## config.mk

```make
export PLATFORM = sky130hd
export DESIGN_NAME = stochastic_network_seq
export DESIGN_NICKNAME = d
export VERILOG_FILES = /design/src/rtl/network_pkg.sv /design/src/rtl/stochastic_network_seq_units.sv /design/src/rtl/stochastic_network_seq.sv
export SDC_FILE = /design/constraint.sdc
export NUM_CORES = 1
export LEC_CHECK = 0
export ABC_CLOCK_PERIOD_IN_PS = 3700
export CAP_MARGIN = 20
export CORE_MARGIN = 4
export CORE_UTILIZATION = 55
export CTS_BUF_LIST = sky130_fd_sc_hd__clkbuf_2 sky130_fd_sc_hd__clkbuf_4 sky130_fd_sc_hd__clkbuf_8
export CTS_CLUSTER_SIZE = 25
export DETAILED_ROUTE_END_ITERATION = 8
export GPL_ROUTABILITY_DRIVEN = 0
export PLACE_DENSITY = 0.81
export SLEW_MARGIN = 20
export SYNTH_ARGS = -nofsm -noshare
export SYNTH_HDL_FRONTEND = slang
export SYNTH_SLANG_ARGS = --single-unit
```

## constraint.sdc

```tcl
create_clock -name clk -period 3.7 [get_ports clk]
set_input_delay 0.555 -clock clk [delete_from_list [all_inputs] [get_ports clk]]
set_output_delay 0.555 -clock clk [all_outputs]
set_load 0.005 [all_outputs]
```

## src/rtl/network_pkg.sv

```systemverilog
// Shared types and constants for the stochastic two-layer network.
package network_pkg;
    localparam int WEIGHT_W = 8;

    typedef enum logic [1:0] {IDLE, LOAD, RUN, DONE} state_e;
    typedef enum logic {CFG_L1 = 1'b0, CFG_L2 = 1'b1} cfg_layer_e;

    // Derive a distinct, never-zero LFSR seed for generator number idx.
    function automatic logic [15:0] mix_seed(input logic [15:0] base, input int idx);
        logic [15:0] s;
        s = base ^ (16'(idx) * 16'h9E37) ^ 16'h5A5A;
        return (s == 16'h0) ? 16'h0001 : s;
    endfunction
endpackage

```

## src/rtl/stochastic_network_seq_units.sv

```systemverilog
// Building blocks: LFSR bitstream generator, stochastic OR-neuron layer,
// windowed ones counter.
module generator16 import network_pkg::*; #(
    parameter logic [15:0] SEED_VAL = 16'h0001
) (
    input  logic                clk,
    input  logic                n_rst,
    input  logic                reseed,
    input  logic                en,
    input  logic [WEIGHT_W-1:0] prob,
    output logic                bit_o
);
    logic [15:0] lfsr_q;

    // Maximal-length x^16+x^14+x^13+x^11+1; bit is 1 with probability prob/256.
    always_ff @(posedge clk or negedge n_rst) begin
        if (!n_rst)      lfsr_q <= SEED_VAL;
        else if (reseed) lfsr_q <= SEED_VAL;
        else if (en)     lfsr_q <= {lfsr_q[14:0], lfsr_q[15] ^ lfsr_q[13] ^ lfsr_q[12] ^ lfsr_q[10]};
    end

    assign bit_o = lfsr_q[7:0] < prob;
endmodule

module layer import network_pkg::*; #(
    parameter int          N_IN      = 2,
    parameter int          N_OUT     = 4,
    parameter logic [15:0] SEED_BASE = 16'h0001
) (
    input  logic                                   clk,
    input  logic                                   n_rst,
    input  logic                                   reseed,
    input  logic                                   en,
    input  logic [N_IN-1:0]                        in_bits,
    input  logic [N_OUT-1:0][N_IN-1:0][WEIGHT_W-1:0] w,
    input  logic [N_OUT-1:0][WEIGHT_W-1:0]         b,
    output logic [N_OUT-1:0]                       out_bits
);
    // Neuron = OR of (input AND weight stream) terms plus a bias stream.
    for (genvar n = 0; n < N_OUT; n++) begin : g_neu
        logic [N_IN:0] term;
        for (genvar i = 0; i < N_IN; i++) begin : g_in
            logic wbit;
            generator16 #(.SEED_VAL(mix_seed(SEED_BASE, n * (N_IN + 1) + i))) u_w (
                .clk(clk), .n_rst(n_rst), .reseed(reseed), .en(en),
                .prob(w[n][i]), .bit_o(wbit)
            );
            assign term[i] = in_bits[i] & wbit;
        end
        generator16 #(.SEED_VAL(mix_seed(SEED_BASE, n * (N_IN + 1) + N_IN))) u_b (
            .clk(clk), .n_rst(n_rst), .reseed(reseed), .en(en),
            .prob(b[n]), .bit_o(term[N_IN])
        );
        assign out_bits[n] = |term;
    end
endmodule

module stream_counter #(
    parameter int CW = 9
) (
    input  logic          clk,
    input  logic          n_rst,
    input  logic          clr,
    input  logic          en,
    input  logic          bit_i,
    output logic [CW-1:0] count_o
);
    logic [CW-1:0] cnt_q;

    always_ff @(posedge clk or negedge n_rst) begin
        if (!n_rst)             cnt_q <= '0;
        else if (clr)           cnt_q <= '0;
        else if (en && bit_i)   cnt_q <= cnt_q + 1'b1;
    end

    assign count_o = cnt_q;
endmodule

```

## src/rtl/stochastic_network_seq.sv

```systemverilog
// Sequenced stochastic 2-layer network: configure weights in IDLE, then
// each start runs a reseeded, fixed-length bitstream evaluation.
module stochastic_network_seq import network_pkg::*; #(
    parameter int INPUT_SIZE  = 2,
    parameter int HIDDEN_SIZE = 4,
    parameter int OUTPUT_SIZE = 1,
    parameter int SEED        = 25,
    parameter int STREAM_LEN  = 256,
    parameter int WARMUP      = 4,
    localparam int CW         = $clog2(STREAM_LEN + 1)
) (
    input  logic                                  clk,
    input  logic                                  n_rst,
    input  logic                                  start,
    output logic                                  busy,
    input  logic [INPUT_SIZE-1:0][WEIGHT_W-1:0]   net_in,
    input  logic                                  bypass,
    input  logic                                  cfg_we,
    input  logic                                  cfg_layer,
    input  logic [7:0]                            cfg_row,
    input  logic [7:0]                            cfg_col,
    input  logic [WEIGHT_W-1:0]                   cfg_data,
    output logic                                  out_valid,
    input  logic                                  out_ready,
    output logic [OUTPUT_SIZE-1:0][CW-1:0]        net_out
);
    localparam int RUN_LEN = WARMUP + STREAM_LEN;
    localparam int RCW     = $clog2(RUN_LEN + 1);

    state_e                                        state_q;
    logic                                          out_valid_q, bypass_q;
    logic [RCW-1:0]                                rcnt_q;
    logic [INPUT_SIZE-1:0][WEIGHT_W-1:0]           in_q;
    logic [HIDDEN_SIZE-1:0][INPUT_SIZE-1:0][WEIGHT_W-1:0]  w1_q;
    logic [HIDDEN_SIZE-1:0][WEIGHT_W-1:0]                  b1_q;
    logic [OUTPUT_SIZE-1:0][HIDDEN_SIZE-1:0][WEIGHT_W-1:0] w2_q;
    logic [OUTPUT_SIZE-1:0][WEIGHT_W-1:0]                  b2_q;
    logic [INPUT_SIZE-1:0]  in_bits;
    logic [HIDDEN_SIZE-1:0] hid_bits;
    logic [OUTPUT_SIZE-1:0] l2_bits;
    logic load, running, cnt_en, wr_ok, wr_l1, wr_l2;

    assign load      = state_q == LOAD;
    assign running   = state_q == RUN;
    assign cnt_en    = running && (rcnt_q >= RCW'(WARMUP));
    assign busy      = state_q != IDLE;
    assign out_valid = out_valid_q;

    // out_valid rises one cycle after entering DONE, after the last count lands.
    always_ff @(posedge clk or negedge n_rst) begin
        if (!n_rst) begin
            state_q     <= IDLE;
            out_valid_q <= 1'b0;
            rcnt_q      <= '0;
            in_q        <= '0;
            bypass_q    <= 1'b0;
        end else begin
            case (state_q)
                IDLE: if (start) state_q <= LOAD;
                LOAD: begin
                    in_q     <= net_in;
                    bypass_q <= bypass;
                    rcnt_q   <= '0;
                    state_q  <= RUN;
                end
                RUN: begin
                    if (rcnt_q == RCW'(RUN_LEN - 1)) state_q <= DONE;
                    else                             rcnt_q  <= rcnt_q + 1'b1;
                end
                DONE: begin
                    if (out_valid_q && out_ready) begin
                        out_valid_q <= 1'b0;
                        state_q     <= IDLE;
                    end else begin
                        out_valid_q <= 1'b1;
                    end
                end
                default: state_q <= IDLE;
            endcase
        end
    end

    assign wr_ok = cfg_we && (state_q == IDLE);
    assign wr_l1 = wr_ok && (cfg_layer == CFG_L1);
    assign wr_l2 = wr_ok && (cfg_layer == CFG_L2);

    // Decode by exhaustive match so out-of-range row/col can never alias.
    always_ff @(posedge clk or negedge n_rst) begin
        if (!n_rst) begin
            w1_q <= '0;
            b1_q <= '0;
            w2_q <= '0;
            b2_q <= '0;
        end else begin
            for (int r = 0; r < HIDDEN_SIZE; r++) begin
                for (int c = 0; c < INPUT_SIZE; c++)
                    if (wr_l1 && cfg_row == 8'(r) && cfg_col == 8'(c)) w1_q[r][c] <= cfg_data;
                if (wr_l1 && cfg_row == 8'(r) && cfg_col == 8'(INPUT_SIZE)) b1_q[r] <= cfg_data;
            end
            for (int r = 0; r < OUTPUT_SIZE; r++) begin
                for (int c = 0; c < HIDDEN_SIZE; c++)
                    if (wr_l2 && cfg_row == 8'(r) && cfg_col == 8'(c)) w2_q[r][c] <= cfg_data;
                if (wr_l2 && cfg_row == 8'(r) && cfg_col == 8'(HIDDEN_SIZE)) b2_q[r] <= cfg_data;
            end
        end
    end

    for (genvar j = 0; j < INPUT_SIZE; j++) begin : g_in
        generator16 #(.SEED_VAL(mix_seed(16'(SEED), j))) u_gen (
            .clk(clk), .n_rst(n_rst), .reseed(load), .en(running),
            .prob(in_q[j]), .bit_o(in_bits[j])
        );
    end

    layer #(.N_IN(INPUT_SIZE), .N_OUT(HIDDEN_SIZE), .SEED_BASE(mix_seed(16'(SEED), 100))) u_l1 (
        .clk(clk), .n_rst(n_rst), .reseed(load), .en(running),
        .in_bits(in_bits), .w(w1_q), .b(b1_q), .out_bits(hid_bits)
    );

    layer #(.N_IN(HIDDEN_SIZE), .N_OUT(OUTPUT_SIZE), .SEED_BASE(mix_seed(16'(SEED), 200))) u_l2 (
        .clk(clk), .n_rst(n_rst), .reseed(load), .en(running),
        .in_bits(hid_bits), .w(w2_q), .b(b2_q), .out_bits(l2_bits)
    );

    for (genvar j = 0; j < OUTPUT_SIZE; j++) begin : g_out
        logic cbit;
        assign cbit = bypass_q ? in_bits[j % INPUT_SIZE] : l2_bits[j];
        stream_counter #(.CW(CW)) u_cnt (
            .clk(clk), .n_rst(n_rst), .clr(load), .en(cnt_en),
            .bit_i(cbit), .count_o(net_out[j])
        );
    end
endmodule

```

Word-level counts from Yosys, hierarchy flattened
Index checks and enable logic that the tools add are counted.
{"block": "totals", "regBits": 478, "output_inout_bits": 11, "wordCells": 239}
{"block": "classes", "n_addsub": 2, "n_lt_le_gt_ge": 20, "n_eq_ne": 15, "muxes": 48, "bitwise": 70, "n_reduce_logical": 41}
{"operator": "two-way mux 16 bit", "count": 38}
{"operator": "less-than comparator 8 bit", "count": 19}
{"operator": "bitwise XOR 1 bit", "count": 57}
{"operator": "== test 8 x 2 -> 1 bit, second input constant", "count": 4}
{"operator": "logical AND 1 bit", "count": 28}
{"operator": "two-way mux 9 bit", "count": 3}
{"operator": "adder 9 x 1 -> 9 bit, second input constant", "count": 2}
{"operator": "case mux 9 bit (2 select lines)", "count": 1}
{"operator": "== test 8 x 1 -> 1 bit, second input constant", "count": 2}
{"operator": "zero test 8 bit", "count": 2}
{"operator": "AND 1 bit", "count": 12}
{"operator": "OR reduction 3 bit", "count": 4}
{"operator": "== test 9 bit, second input constant", "count": 1}
{"operator": ">= comparator 9 x 3 -> 1 bit, second input constant", "count": 1}
{"operator": "== test 8 x 3 -> 1 bit, second input constant", "count": 1}
{"operator": "case mux 2 bit (4 select lines)", "count": 1}
{"operator": "two-way mux 2 bit", "count": 3}
{"operator": "!= test 2 bit, second input constant", "count": 3}
{"operator": "nonzero test 2 bit", "count": 3}
{"operator": "OR reduction 5 bit", "count": 1}
{"operator": "== test 2 bit, second input constant", "count": 2}
{"operator": "AND reduction 3 bit", "count": 1}
{"operator": "== test 2 x 1 -> 1 bit, second input constant", "count": 1}
{"operator": "zero test 2 bit", "count": 1}
{"operator": "other kinds (4)", "count": 5}

Depth between registers and ports, before layout
Gate-level depths: netlist of the first run.
{"block": "depth", "ltp_word": 9, "depth_mapped": 12, "ltp_nobuf": 11}

Hierarchy
Synthesis of the first run repeated with hierarchy kept, for this count alone.
{"block": "hier_totals", "cells_unflattened": 2003, "area_unflattened_um2": 23512.6}
{"mod": "stochastic_network_seq", "instances": 1, "cells_each": 430, "area_each_um2": 6668.9}
{"mod": "generator16 (u_l1.g_neu[0].g_in[0].u_w ...)", "instances": 4, "cells_each": 80, "area_each_um2": 852.1}
{"mod": "generator16 (u_l1.g_neu[0].u_b ...)", "instances": 3, "cells_each": 80, "area_each_um2": 852.1}
{"mod": "generator16 (u_l1.g_neu[1].g_in[1].u_w ...)", "instances": 2, "cells_each": 80, "area_each_um2": 853.3}
{"mod": "generator16 (u_l1.g_neu[1].u_b)", "instances": 1, "cells_each": 80, "area_each_um2": 888.4}
{"mod": "generator16 (u_l1.g_neu[2].g_in[1].u_w)", "instances": 1, "cells_each": 80, "area_each_um2": 882.1}
{"mod": "generator16 (u_l1.g_neu[0].g_in[1].u_w)", "instances": 1, "cells_each": 80, "area_each_um2": 873.3}
{"mod": "generator16 (g_in[1].u_gen)", "instances": 1, "cells_each": 80, "area_each_um2": 870.8}
{"mod": "generator16 (u_l2.g_neu[0].g_in[1].u_w)", "instances": 1, "cells_each": 80, "area_each_um2": 865.8}
{"mod": "generator16 (u_l1.g_neu[1].g_in[0].u_w)", "instances": 1, "cells_each": 80, "area_each_um2": 864.6}
{"mod": "generator16 (u_l1.g_neu[3].g_in[0].u_w)", "instances": 1, "cells_each": 80, "area_each_um2": 859.6}
{"mod": "generator16 (u_l1.g_neu[3].u_b)", "instances": 1, "cells_each": 80, "area_each_um2": 855.8}
{"mod": "generator16 (u_l2.g_neu[0].g_in[3].u_w)", "instances": 1, "cells_each": 80, "area_each_um2": 853.3}
{"mod": "generator16 (g_in[0].u_gen)", "instances": 1, "cells_each": 80, "area_each_um2": 850.8}
{"mod": "+3 rows"}

Worst setup path before layout of the first run
No wires, ideal clock.
{"block": "synth_timing", "path_kind": "reg-to-reg", "startpoint": "register g_in[0].u_gen.lfsr_q[1]", "endpoint": "register g_out[0].u_cnt.cnt_q[3]", "t_arrival_ns": 2.443, "t_required_ns": 3.575, "setup_slack_ns": 1.132, "stages_incl_launch_ff": 11, "path_buffers": 1, "period_less_slack_ns": 2.568, "path_cell_list": "dfstp_2 > ha_1 > a2111o_1 > a31oi_4 > o2111ai_1 > o211ai_1 > a221oi_2 > a31oi_2 > buf_6 > nand4_2 > mux2_4"}
{"block": "synth_between", "elab_chain_len": 8, "elab_cells_between_ends": 17}
{"element": "start: declaration", "line": "stochastic_network_seq_units.sv:13", "text": "logic [15:0] lfsr_q;"}
{"element": "start signal: assignment", "line": "stochastic_network_seq_units.sv:19", "text": "else if (en) lfsr_q <= {lfsr_q[14:0], lfsr_q[15] ^ lfsr_q[13] ^ lfsr_q[12] ^ lfsr_q[10]};"}
{"element": "less-than comparator 8 bit *", "line": "stochastic_network_seq_units.sv:22", "text": "assign bit_o = lfsr_q[7:0] < prob;"}
{"element": "AND 1 bit", "line": "stochastic_network_seq_units.sv:48", "text": "assign term[i] = in_bits[i] & wbit;"}
{"element": "OR reduction 3 bit", "line": "stochastic_network_seq_units.sv:54", "text": "assign out_bits[n] = |term;"}
{"element": "AND 1 bit", "line": "stochastic_network_seq_units.sv:48"}
{"element": "OR reduction 5 bit", "line": "stochastic_network_seq_units.sv:54"}
{"element": "two-way mux 1 bit *", "line": "stochastic_network_seq.sv:127", "text": "assign cbit = bypass_q ? in_bits[j % INPUT_SIZE] : l2_bits[j];"}
{"element": "logical AND 1 bit *", "line": "stochastic_network_seq_units.sv:73", "text": "else if (en && bit_i) cnt_q <= cnt_q + 1'b1;"}
{"element": "nonzero test 2 bit (no line) *"}
{"element": "end signal: assignment", "line": "stochastic_network_seq_units.sv:73"}
{"element": "end: declaration", "line": "stochastic_network_seq_units.sv:68", "text": "logic [CW-1:0] cnt_q;"}
Mark *: on every way between the ends. The rest lies on a longest branch, timed or not.
A chain may end at the register's enable or synchronous reset.

Worst setup path after layout of the first run
{"block": "layout_timing", "startpoint": "register g_in[0].u_gen.lfsr_q[1]", "endpoint": "register g_out[0].u_cnt.cnt_q[5]"}
Same word-level chain as after synthesis.

==> results of run 1 <==
[kinds of logic (layout without fill, tap and decap cells)]
logic type | count (synthesis) | count (layout) | share of synthesized area (%)
buffers and inverters | 431 | 548 | 7.08
xor gates and xnor gates | 61 | 61 | 2.30
muxes | 90 | 90 | 4.40
adders and majority gates | 141 | 141 | 7.59
AOI/OAI and AO/OA | 516 | 516 | 12.3
DFF | 478 | 478 | 52.2
and+or+nand+nor | 661 | 661 | 14.1
[layer usage]
layer,routed length (microns),up-vias
met5,0,-
met4,1360,0
met3,2020,102
met2,22900,323
met1,22100,8166
li1,-,7974
[synthesized netlist by cell type, types with 3 or more instances]
cell         n
a211oi_1     5
dfstp_2    144
buf_1        5
xnor2_1     50
a21oi_1    177
nand3b_1   151
and2_1       3
nor3_1       7
dfrtp_1    334
o2111ai_1    5
o21ai_0    251
buf_2        3
nand3_1     13
a21o_1      21
clkbuf_1   117
mux2_4       3
nor2b_1      9
inv_1      303
nor2_1     307
nand2_1    120
nand4_1     10
mux2_2      85
o22a_1       9
xor2_1      11
ha_1       141
and4_1       3
o211ai_1     3
o31ai_1      7
o22ai_1     10
nor4_1       5
and3_1       8
nand2b_1    14
o21a_1       3
[final cells by class]
cell class / count / share of cell area, %
Tap cell: 539 / 2.58
Sequential cell: 478 / 46.4
Clock inverter: 13 / 0.349
Timing Repair Buffer: 97 / 3.88
Clock buffer: 135 / 6.15
Multi-Input combinational cell: 1469 / 36.3
Inverter: 303 / 4.35
[cells in the final DEF, fill, tap and decap left out, types with 4 or more instances in the layout]
master	count
dfrtp_1	334
o22a_1	9
nand4_1	10
clkinv_2	6
a211oi_1	5
clkbuf_4	40
o2111ai_1	5
mux2_2	85
clkdlybuf4s50_1	56
xor2_1	11
nand3b_1	151
buf_12	11
clkbuf_8	95
nor2_1	307
and3_1	8
o21ai_0	251
inv_1	303
a21o_1	21
o31ai_1	7
dfstp_2	144
ha_1	139
xnor2_1	50
nand3_1	13
nand2_1	120
nand2b_1	14
clkinvlp_4	4
nor4_1	5
nor3_1	7
nor2b_1	9
buf_4	28
o22ai_1	10
a21oi_1	177
[path summary, 6_finish.rpt]
path / endpoint / from / slack [ns] / cells after the start
max in group asynchronous: g_in[0].u_gen.lfsr_q[0] / n_rst / 2.08 / 3
hold reg to reg: u_l1.g_neu[3].u_b.lfsr_q[8] / u_l1.g_neu[3].u_b.lfsr_q[8] / 0.50 / 2
setup / recovery: g_out[0].u_cnt.count_o[5] / g_in[0].u_gen.lfsr_q[1] / 0.38 / 9
setup reg to reg: g_out[0].u_cnt.count_o[5] / g_in[0].u_gen.lfsr_q[1] / 0.38 / 9
hold / removal: in_q[13] / net_in[13] / 0.49 / 3
min in group asynchronous: u_l1.g_neu[3].g_in[0].u_w.lfsr_q[0] / n_rst / 0.54 / 2
[what timing repair did]
action | CTS | global route
setup buffers | 0 | 0
hold endpoints to repair | 16 | 0
hold buffers | 1 | 0
[state kept, by name, indices dropped and copies added, names as in the netlist, 32 cells and up]
name / flops
g_in.u_gen.lfsr_q: 32
w2_q: 32
w1_q: 64
b1_q: 32
u_l1.g_neu.g_in.u_w.lfsr_q: 128
u_l2.g_neu.g_in.u_w.lfsr_q: 64
u_l1.g_neu.u_b.lfsr_q: 64
[where the power goes]
part	switching, mW	internal (mW)	total (mW)
sequential	0.0686	5.29	5.36
clock	2.12	2.75	4.87
combinational	0.249	0.220	0.469
total	2.44	8.26	10.7
[stage by stage]
step                total power [mW]  cells  area (sq um)  worst slack, ns  util (%)
CTS                             10.8   3034         26200            0.396      62.5
global placement                5.89   2885         24500            0.429      58.4
finish                          10.7   3034         26200            0.377      62.5
detailed placement              5.91   2885         24500            0.405      58.4
global route                    11.1   3034         26200            0.228      62.5
floorplan                       5.58   2378         23300             1.13         -
[worst min-delay path: stages]
cell	delay, ns
clkdlybuf4s50_1	0.39
nand2_1	0.06
o21ai_0	0.06
==> summary.md, run 1 <==
| Metric | Value |
|---|---|
| Dominant cell type by area after synthesis | dfrtp_1 |
| Clock skew | 0.0229 ns |
| Grt met1 use | 30.4% |
| Largest buffer count on any clock path | 3 |
| Synth cell types | 66 |
| Gr busiest metal | met2 |
| Outcome | completed |
| TNS Setup | 0 ns |
| Peak supply drop | 0.000241 V |
| Post-DR vias/cell | 5.46 |
| Final Cycle Share | 89.8% |
| Vias in the first global route | 16800 |
| Via count | 16600 |
| Synth top area share | 35.9% |
| # clock sinks | 478 |
| Filler Cells Inserted | 3241 |
| # port buffers | 57 |
| Storage cell area | 12100 sq um |
| Met2 Resource Use GR | 34.7% |
| CTS H-tree lvls | 3 |
| Worst Setup Path Type | reg2reg |
| Ports | 58 |
| Fin nets | 2616 |
| Family with the most delay on the worst path | compound AO/OA/AOI/OAI gates |
| Seq cells post-synth | 478 |
| Worst hold margin | 0.490 ns |
| Achievable frequency | 301 MHz |
| Largest net degree at the start of global routing | 140 |
| CP Launch Type | flop |
| Crit-path cells | ha_1 > a2111o_1 > a31oi_4 > o2111ai_1 > o211ai_1 > a221oi_2 > a31oi_2 > nand3_1 > mux2_4 |
| Worst path slowest cell | a31oi_2 |
| Initial DRC count | 1200 |
| Multi-input gate area | 9490 sq um |
| Top cells by area, synth | dfrtp_1 36%, dfstp_2 16%, ha_1 7.6% |
| Part of the Yosys area used for sequential elements | 52.2% |
| Total grt overflow | 0 |
| Syn_nets | 2566 |
| Max-slew headroom | 20.2% |
| Power Density | 409 nW/um^2 |
| Die footprint | 45600 sq um |
| CTS tree | yes |
| Die Y | 214 microns |
| HP Class | in2reg |
| CP endpoint kind | flop |
| Post-CTS sizing | 0 |
| FFs w/ async S/R, synth | 100% |
| ANT cells | 0 |
| Num rows | 75 |
| DR pass1 iterations | 7 |
| First-pass GRT wire length | 81.7 mm |
| Area Overhead vs Synth | 12.5% |
| RSZ-0062 raised after global routing | false |
| WP data required | 4.22 ns |
| Final Critical Period | 3.32 ns |
| Antenna Nets Post-Route | 0 |
| Final WL | 48.4 mm |
| Final Max Tran Viols | 0 |
| Initial core utilization | 55.6% |
| Worst Path Max Fanout | 11 |
| Final Hold Viols | 0 |
| GRT Total Usage | 21.6% |
| Initial antenna violation count | 0 |
| Synth Flop Type | dfrtp_1 |
| Max incr delay on CP | 0.60 ns |
| Die width | 214 microns |
| Core area | 41900 sq um |
| # setup viols final | 0 |
| Worst Max-Slew Pin Slew | 1.19 ns |
| Post-Syn Area | 23300 sq um |
| Met3 Track Usage GR | 3.66% |
| Clock slew seen by the registers of the worst setup and hold paths | 0.06 ns |
| Clk Latency, worst-skew pair | 0.63 ns |
| Worst Path Buf+Inv | 0 |
| Average wire per standard cell | 15.9 microns |
| Arr. time, crit path | 3.84 ns |
| Mapped Cells | 2378 |
| Synth warn | 0 |
| Synthesized area per cell | 9.78 sq um |
| Clk root buf | clkbuf_8 |
| Max-cap violations | 0 |
| Final HPWL from detailed placement | 30.9 mm |
| TritonCTS Buffers | 79 |
| Fraction of layout cells with a size suffix above 1 | 17.5% |
| Post-synth EDFFs | 0 |
| Static Leakage | 12.6 nW |
| DRC Markers | 0 |
Power figures use the tool's default switching activity.
==> run 2: changes to the inputs <==
--- a/config.mk
+++ b/config.mk
@@ -5,8 +5,6 @@
 export SDC_FILE = /design/constraint.sdc
 export NUM_CORES = 1
 export LEC_CHECK = 0
-export ABC_CLOCK_PERIOD_IN_PS = 3700
-export CAP_MARGIN = 20
 export CORE_MARGIN = 4
 export CORE_UTILIZATION = 55
 export CTS_BUF_LIST = sky130_fd_sc_hd__clkbuf_2 sky130_fd_sc_hd__clkbuf_4 sky130_fd_sc_hd__clkbuf_8
==> results of run 2 <==
The final DEF is identical to that of run 1; final timing and power are the same.
